**src/rtl/display_pkg.sv**
```systemverilog
// Shared types and constants for the count display driver: conversion states,
// segment patterns and digit slot indices.
package display_pkg;

  typedef enum logic [1:0] {
    IDLE,
    SHIFT,
    LOAD
  } conv_state_t;

  // Active-high gfedcba patterns for decimal digits 0..9
  localparam logic [6:0] SEG_PATTERN [10] = '{
    7'h3F, 7'h06, 7'h5B, 7'h4F, 7'h66,
    7'h6D, 7'h7D, 7'h07, 7'h7F, 7'h6F
  };

  localparam logic [1:0] UNITS    = 2'd0;
  localparam logic [1:0] TENS     = 2'd1;
  localparam logic [1:0] HUNDREDS = 2'd2;

  // Non-decimal nibbles never reach here in practice; they render as all-off.
  function automatic logic [6:0] seg_of(input logic [3:0] d);
    return (d <= 4'd9) ? SEG_PATTERN[d] : 7'h00;
  endfunction

endpackage

```
**src/rtl/bin2bcd_seq.sv**
```systemverilog
// Sequential 8-bit binary to 3-digit BCD converter (double dabble, one bit per
// clock). busy covers SHIFT and LOAD; done marks the cycle the result is final.
module bin2bcd_seq
  import display_pkg::*;
(
  input  logic        clk,
  input  logic        rst_n,
  input  logic        start,
  input  logic [7:0]  bin,
  output logic        busy,
  output logic        done,
  output logic [11:0] bcd
);

  conv_state_t state_reg, state_next;
  logic [19:0] shift_reg, shift_next;
  logic [2:0]  bit_cnt_reg, bit_cnt_next;
  logic [19:0] adjusted;

  assign adjusted[7:0] = shift_reg[7:0];

  for (genvar gi = 0; gi < 3; gi++) begin : g_adjust
    logic [3:0] nib;
    assign nib = shift_reg[8 + 4*gi +: 4];
    assign adjusted[8 + 4*gi +: 4] = (nib >= 4'd5) ? nib + 4'd3 : nib;
  end

  always_ff @(posedge clk or negedge rst_n) begin
    if (!rst_n) begin
      state_reg   <= IDLE;
      shift_reg   <= '0;
      bit_cnt_reg <= '0;
    end else begin
      state_reg   <= state_next;
      shift_reg   <= shift_next;
      bit_cnt_reg <= bit_cnt_next;
    end
  end

  always_comb begin
    state_next   = state_reg;
    shift_next   = shift_reg;
    bit_cnt_next = bit_cnt_reg;
    case (state_reg)
      IDLE: begin
        if (start) begin
          shift_next   = {12'b0, bin};
          bit_cnt_next = '0;
          state_next   = SHIFT;
        end
      end
      SHIFT: begin
        shift_next   = adjusted << 1;
        bit_cnt_next = bit_cnt_reg + 3'd1;
        if (bit_cnt_reg == 3'd7) state_next = LOAD;
      end
      LOAD:    state_next = IDLE;
      default: state_next = IDLE;
    endcase
  end

  assign busy = (state_reg != IDLE);
  assign done = (state_reg == LOAD);
  assign bcd  = shift_reg[19:8];

endmodule

```
**src/rtl/count_display_driver.sv**
```systemverilog
// Shows an 8-bit count as decimal 0..255 on a 3-digit multiplexed 7-segment
// display; re-converts whenever the captured value differs from the last one.
module count_display_driver
  import display_pkg::*;
#(
  parameter int CLK_FREQ       = 25_000_000,
  parameter int SCAN_HZ        = 1000,
  parameter int BLANK_LZ       = 1,
  parameter int SEG_ACTIVE_LOW = 1,
  parameter int DIG_ACTIVE_LOW = 1
) (
  input  logic       clk,
  input  logic       rst_n,
  input  logic [7:0] value,
  output logic [6:0] seg,
  output logic       dp,
  output logic [2:0] digit_en,
  output logic       busy
);

  localparam int SCAN_DIV = CLK_FREQ / SCAN_HZ;
  localparam int PRE_W    = (SCAN_DIV > 1) ? $clog2(SCAN_DIV) : 1;
  localparam logic [PRE_W-1:0] PRE_MAX = PRE_W'(SCAN_DIV - 1);
  localparam logic [6:0] SEG_OFF = (SEG_ACTIVE_LOW != 0) ? 7'h7F : 7'h00;
  localparam logic [2:0] DIG_OFF = (DIG_ACTIVE_LOW != 0) ? 3'b111 : 3'b000;

  logic [7:0]       value_reg, last_conv_reg;
  logic [11:0]      disp_reg;
  logic [PRE_W-1:0] prescale_reg;
  logic [1:0]       scan_idx_reg;
  logic [6:0]       seg_reg, seg_next;
  logic [2:0]       dig_reg, dig_next;
  logic             conv_start, conv_busy, conv_done;
  logic [11:0]      conv_bcd;

  // Only a converter sitting in IDLE may accept a new value.
  assign conv_start = (value_reg != last_conv_reg) && !conv_busy;

  bin2bcd_seq u_bin2bcd (
    .clk   (clk),
    .rst_n (rst_n),
    .start (conv_start),
    .bin   (value_reg),
    .busy  (conv_busy),
    .done  (conv_done),
    .bcd   (conv_bcd)
  );

  always_ff @(posedge clk or negedge rst_n) begin
    if (!rst_n) begin
      value_reg     <= '0;
      last_conv_reg <= '0;
      disp_reg      <= '0;
    end else begin
      value_reg <= value;
      if (conv_start) last_conv_reg <= value_reg;
      if (conv_done)  disp_reg      <= conv_bcd;
    end
  end

  logic [2:0] slot_blank;
  logic [6:0] slot_seg [3];

  for (genvar gi = 0; gi < 3; gi++) begin : g_slot
    assign slot_seg[gi] = seg_of(disp_reg[4*gi +: 4]);
  end

  assign slot_blank[UNITS]    = 1'b0;
  assign slot_blank[TENS]     = (BLANK_LZ != 0) && (disp_reg[11:4] == 8'd0);
  assign slot_blank[HUNDREDS] = (BLANK_LZ != 0) && (disp_reg[11:8] == 4'd0);

  // Active-high slot content; polarity is applied when registering.
  always_comb begin
    seg_next = 7'h00;
    dig_next = 3'b000;
    case (scan_idx_reg)
      UNITS: begin
        seg_next = slot_seg[0];
        dig_next = 3'b001;
      end
      TENS: begin
        if (!slot_blank[TENS]) begin
          seg_next = slot_seg[1];
          dig_next = 3'b010;
        end
      end
      HUNDREDS: begin
        if (!slot_blank[HUNDREDS]) begin
          seg_next = slot_seg[2];
          dig_next = 3'b100;
        end
      end
      default: ;
    endcase
  end

  always_ff @(posedge clk or negedge rst_n) begin
    if (!rst_n) begin
      prescale_reg <= '0;
      scan_idx_reg <= UNITS;
      seg_reg      <= SEG_OFF;
      dig_reg      <= DIG_OFF;
    end else begin
      if (prescale_reg == PRE_MAX) begin
        prescale_reg <= '0;
        scan_idx_reg <= (scan_idx_reg == HUNDREDS) ? UNITS : scan_idx_reg + 2'd1;
      end else begin
        prescale_reg <= prescale_reg + 1'b1;
      end
      seg_reg <= seg_next ^ SEG_OFF;
      dig_reg <= dig_next ^ DIG_OFF;
    end
  end

  assign seg      = seg_reg;
  assign digit_en = dig_reg;
  assign dp       = (SEG_ACTIVE_LOW != 0);
  assign busy     = conv_busy;

endmodule

```
**config.mk**
```make
export PLATFORM = sky130hd
export DESIGN_NAME = count_display_driver
export DESIGN_NICKNAME = d
export VERILOG_FILES = /design/src/rtl/display_pkg.sv /design/src/rtl/bin2bcd_seq.sv /design/src/rtl/count_display_driver.sv
export SDC_FILE = /design/constraint.sdc
export NUM_CORES = 1
export LEC_CHECK = 0
export ABC_AREA = 1
export ABC_CLOCK_PERIOD_IN_PS = 4050
export BUFFER_PORTS_ARGS = -buffer_cell sky130_fd_sc_hd__buf_2
export CORE_ASPECT_RATIO = 0.7
export CORE_MARGIN = 8
export CORE_UTILIZATION = 36
export CTS_CLUSTER_DIAMETER = 50
export DETAILED_ROUTE_END_ITERATION = 12
export GPL_TIMING_DRIVEN = 0
export SLEW_MARGIN = 20
export SYNTH_ARGS = -nofsm -noshare
export SYNTH_HDL_FRONTEND = slang
export SYNTH_SLANG_ARGS = --single-unit
```
**constraint.sdc**
```tcl
create_clock -name clk -period 4.05 [get_ports clk]
set_clock_uncertainty 0.2 [all_clocks]
set_input_delay 0.405 -clock clk [delete_from_list [all_inputs] [get_ports clk]]
set_output_delay 0.405 -clock clk [all_outputs]
set_load 0.01 [all_outputs]
```
Word-level counts from Yosys, hierarchy flattened
Memory sizes are Yosys's and may differ from the RTL's.
Index checks and enable logic that the tools add are counted.
{ "totals": {"register_bits": 80, "latch_bits": 0, "mem_bits_rw": 0, "romBits": 336, "input_bits": 10, "wordCells": 79, "n_memories": 3} }
{ "mem_list": {"columns": ["memory", "depth", "width", "read_ports", "rd_ports_with_merged_regs", "wr", "line", "rtl"], "rows": [
  ["(no name shown)", 16, 7, 1, 0, 0, "display_pkg.sv:23", "return (d <= 4'd9) ? SEG_PATTERN[d] : 7'h00;"],
  ["(no name shown)", 16, 7, 1, 0, 0, "display_pkg.sv:23", null],
  ["(no name shown)", 16, 7, 1, 0, 0, "display_pkg.sv:23", null]
]} }
{ "op_classes": {"addsub": 6, "n_mul": 0, "n_div": 0, "order_cmp": 9, "eq_ne": 9, "shift": 0, "n_mux": 27, "bitwise_logic": 5, "n_reduce_logical": 10} }
{ "ops": {"columns": ["op", "n"], "rows": [
  ["7-bit 2-to-1 mux", 11],
  ["20-bit one-hot mux with 2 select lines", 1],
  ["7-bit one-hot mux with 3 select lines", 1],
  ["20-bit 2-to-1 mux", 1],
  ["15-bit by 1-bit adder with 15-bit output, second input constant", 1],
  ["15-bit == test, second input constant", 1],
  ["5-bit greater-or-equal comparator, second input constant", 3],
  ["15-bit 2-to-1 mux", 1],
  ["4-bit NOT with 5-bit output", 3],
  ["4-bit by 3-bit greater-or-equal comparator with 1-bit output, second input constant", 3],
  ["4-bit less-or-equal comparator, second input constant", 3],
  ["3-bit 2-to-1 mux", 3],
  ["3-bit one-hot mux with 3 select lines", 1],
  ["4-bit by 2-bit adder with 4-bit output, second input constant", 2],
  ["8-bit zero test", 1],
  ["2-bit 2-to-1 mux", 4],
  ["4-bit 2-to-1 mux", 2],
  ["8-bit inequality test", 1],
  ["7-bit NOT", 1],
  ["3-bit one-hot mux with 2 select lines", 1],
  ["2-bit by 1-bit == test with 1-bit output, second input constant", 2],
  ["2-bit == test, second input constant", 2],
  ["2-bit zero test", 2],
  ["4-bit zero test", 1],
  ["12 further kinds", 14]
]} }

Longest topological paths before layout
{ "depth": {"depth_word": 8, "depth_mapped": 11} }

Modules after synthesis
From an unflattened synthesis, not the netlist that was laid out.
{ "hier_totals": {"cells_unflattened": 517, "hier_area_um2": 4304.1} }
{ "modules_own_cells": {"columns": ["mod", "n_inst", "cells_per_inst", "area_per_inst_um2", "seq_area_each_um2"], "rows": [
  ["count_display_driver", 1, 346, 2872.8, 1388.8],
  ["bin2bcd_seq", 1, 171, 1431.4, 625.6]
]} }

Worst setup path after synthesis
OpenSTA, ideal clock, no wires.
{ "synth_path": {"path_type": "register to register", "from": "register disp_reg[8]", "to": "register seg_reg[4] (netlist: seg[4])", "arrival_ps": 1305, "required_time_ps": 3768, "setup_slack_ps": 2463, "stages_incl_launch_ff": 9, "n_path_buf": 0, "path_cell_list": "dfrtp_1 inv_1 ha_1 inv_1 nor3_1 nand2_1 nand3_1 nor2_1 nor3_1"} }
{ "synth_between": {"elab_chain_cells": 8, "word_cells_on_any_way": 12, "classes_between": "1 x order compare; 6 x mux; 2 x bitwise; 2 x reduce/logical; 1 x memory"} }
{ "synth_lines": {"columns": ["element", "line", "rtl"], "rows": [
  ["start, declared", "count_display_driver.sv:28", "logic [11:0] disp_reg;"],
  ["start signal, assigned", "count_display_driver.sv:57", "if (conv_done) disp_reg <= conv_bcd;"],
  ["4-bit NOT with 5-bit output (not written as such)", "display_pkg.sv:23", null],
  ["memory read 16 x 7 bit", null, null],
  ["7-bit 2-to-1 mux (not written as such) (2 in series)", "display_pkg.sv:23", null],
  ["7-bit 2-to-1 mux", "display_pkg.sv:23", null],
  ["7-bit 2-to-1 mux", "count_display_driver.sv:88", "if (!slot_blank[HUNDREDS]) begin"],
  ["7-bit one-hot mux with 3 select lines *", "count_display_driver.sv:76", "case (scan_idx_reg)"],
  ["7-bit NOT (no line) *", null, null],
  ["end signal, assigned", "count_display_driver.sv:110", "seg_reg <= seg_next ^ SEG_OFF;"],
  ["end, declared", "count_display_driver.sv:31", "logic [6:0] seg_reg, seg_next;"]
]} }
Every way passes the cells marked *; elsewhere a longest branch is shown, timed or not. The select of a mux whose other input is x is not followed.
A chain may end at the register's enable or synchronous reset.

Worst setup path in the final report
Ends and elaborated chain as after synthesis.

==> summary.txt <==
Die
  • Top Ports: 22
  • Die area: 0.0153 mm²
  • Die Ht: 106 µm
  • Die Width: 144 µm
  • # rows: 32
  • Starting density of the core: 0.373
  • Core Region: 0.0111 mm²

Drt
  • Via count: 3,251
  • Final antenna-violating net count: 0
  • DRT Pass-1 Iters: 5
  • WL per Instance: 11.7 µm
  • Vias per inst: 4.59
  • Residual DRC: 0
  • Wirelength, routed: 8.29 mm
  • Initial drt markers: 172

Clocking
  • Clock Tree Buf Depth: 2
  • Post-CTS setup buffer count: 0
  • CTS tree: done
  • Sink Count: 80
  • H-tree levels: 3
  • Clk Latency, worst-skew pair: 0.33 ns
  • Clock Pin Slew Worst Setup and Hold Paths: 0.06 ns
  • CTS Root Cell: clkbuf_16
  • CTS Buf Count: 9

Global route
  • Grt total ovfl: 0
  • First-pass GRT wire length: 14.7 mm
  • Largest net degree at the start of global routing: 58
  • Vias in the first global route: 3,191
  • Total GRT Usage: 0.119
  • Antenna violations before repair: 0

Critical path
  • Critical path class: reg -> reg
  • CP startpoint kind: register
  • Critical Path AT: 1.99 ns
  • CP max stage cell: dfrtp_1
  • Critical path, cell by cell: inv_1 > ha_1 > inv_1 > nor3_1 > nand2_1 > nand3_1 > nor2_1 > nor3_1
  • Crit path capture type: register
  • Worst stage delay on the critical path: 0.43 ns
  • Required time of the critical path: 4.09 ns
  • Crit path max fanout: 5

Yosys
  • Post-Syn Nets: 547
  • Ys async rst share: 1.00
  • Post-synth EDFFs: 0
  • Unique masters post-synth: 32
  • Synth top area cells: dfrtp_1 42%, nand2_1 11%, ha_1 8.1%
  • Register bit total from synthesis: 80
  • Post-synthesis compound-gate area fraction: 0.0976
  • Largest family of logic cells by synthesized area: simple AND/OR/NAND/NOR gates
  • Synthesized area: 0.00415 mm²
  • Mux share of post-synthesis cell area: 0
  • Post-Synth Adder-Cell Area: 0.0813
  • XOR/XNOR Fraction of Synth Area: 0.0232
  • Post-synthesis simple-gate area fraction: 0.236
  • Syn Inst Count: 510
  • YS warnings: 0
  • Primary FF master, synth: dfrtp_1
  • Syn Area/Cell: 8.14 µm²
  • Area share of the largest cell type after synthesis: 0.422
  • Cell taking the most area after synthesis: dfrtp_1
  • Sequential share of the synthesized area: 0.485

Power
  • Switching share of power: 0.397
  • Worst VDD drop: 0.000275 V
  • Combinational power share: 0.388
  • Pleak: 2.44 nW
  • Psw: 0.00129 W
  • Pwr Density: 674 mW/mm²
  • Final Power: 0.00326 W
  • Clock network fraction of design power: 0.225
  • Internal: 0.00196 W
  • Seq pwr share: 0.387

Placement
  • DPL Wire Length: 5.88 mm
  • GP Congestion: 0.857
  • Port-buffer cells: 20

STA
  • Slew Limit Fails: 0
  • # setup viols final: 0
  • Setup_tns: 0 ns
  • Hold Vio Cnt, Final: 0
  • Max frequency: 0.514 GHz
  • Final Cycle Share: 0.480
  • Slew @ Worst Pin: 0.502 ns
  • Slew HR: 0.665
  • Fin crit period: 1.94 ns
  • Unrepaired setup endpoints after global routing: false

Cells and area
  • # nets final: 588
  • Post-layout util: 0.434
  • Layout cell share with drive strength beyond 1: 0.113
  • Most common cell after layout, fill and taps aside: nand2_1
  • Area Growth Syn to Fin: 16.3%
  • # diodes: 0
  • Number of flip-flops in the largest register: 20
  • Most frequent cells in the layout: 120 x nand2_1, 70 x dfrtp_1, 67 x inv_1

Flow run
  • # Max-Cap Violations: 0

Min path
  • HP Class: reg -> reg

Outcome
  • Status: completed
cells by family (layout without fill, tap and decap cells):
logic type | after synthesis | after routing
xor+xnor | 11 | 11
flops | 80 | 80
buf+inv | 81 | 127
other cells | 1 | 1
fa+ha+maj | 27 | 27
compound gates | 79 | 79
simple gates | 231 | 231
per-layer routing:
| metal | share of wire | vias to the layer above | track usage |
|---|---|---|---|
| met5 | 0 | - | 0 |
| met4 | 0.0081 | 0 | 0.0370 |
| met3 | 0.045 | 4 | 0.0433 |
| met2 | 0.42 | 57 | 0.174 |
| met1 | 0.53 | 1491 | 0.161 |
| li1 | - | 1699 | - |
critical path, delay by kind of cell (launching register included):
family	cells	cell delay (ns)
fa+ha+maj	1	0.16
flops	1	0.43
simple gates	5	0.85
buf+inv	2	0.20
Yosys cell counts, types with 4 or more instances:
library cell and number:
a21oi_1 14, clkbuf_1 6, dfrtp_1 70, dfstp_2 10, ha_1 27, inv_1 67
nand2_1 120, nand3_1 37, nor2_1 54, o21ai_0 57, or2_2 4, xnor2_1 5
xor2_1 6
per-stage QoR:
| stage | cell area [µm²] | std cells | setup slack, ns | hold WS [ns] |
|---|---|---|---|---|
| after floorplan | 4150 | 510 | 2.46 | -0.0906 |
| after CTS | 4830 | 709 | 2.11 | 0.265 |
| after global placement | 4440 | 683 | 1.78 | 0.247 |
| after detailed placement | 4470 | 684 | 2.15 | 0.127 |
| final | 4830 | 709 | 2.11 | 0.257 |
| after global routing | 4830 | 709 | 1.92 | 0.298 |
power groups by stage:
stage	Clock (W)	Combinational, W	Sequential, W
after floorplan	0	0.000934	0.00124
after global placement	0	0.00122	0.00126
after detailed placement	0	0.00126	0.00127
after CTS	0.000760	0.00127	0.00126
after global routing	0.000794	0.00148	0.00130
final	0.000733	0.00126	0.00126
what timing repair did:
| action | 4_1_cts | 5_1_grt |
|---|---|---|
| hold endpoints to repair | 21 | 0 |
| hold buffers | 9 | 0 |
| resized for setup | 0 | 0 |
cell type report:
type | count | area, µm²
repair buffers | 30 | 220
flip-flops and latches | 80 | 2010
multi-input cells | 349 | 1820
well taps | 153 | 191
clock inverters | 4 | 20.0
inverters | 69 | 259
plain buffers | 12 | 56.3
clock buffers | 12 | 246
fillers | 1130 | 6300
path summary, 6_finish.rpt:
path / from / endpoint / slack [ns] / cells past startpoint
hold reg to reg: prescale_reg[0] / prescale_reg[0] / 0.26 / 1
setup reg to reg: disp_reg[8] / seg[4] / 2.11 / 8
setup / recovery: disp_reg[8] / seg[4] / 2.11 / 8
min in group asynchronous: rst_n / prescale_reg[2] / 0.31 / 2
max in group asynchronous: rst_n / last_conv_reg[5] / 2.76 / 3
hold / removal: prescale_reg[0] / prescale_reg[0] / 0.26 / 1
No activity file was read; power rests on OpenSTA's default activity.
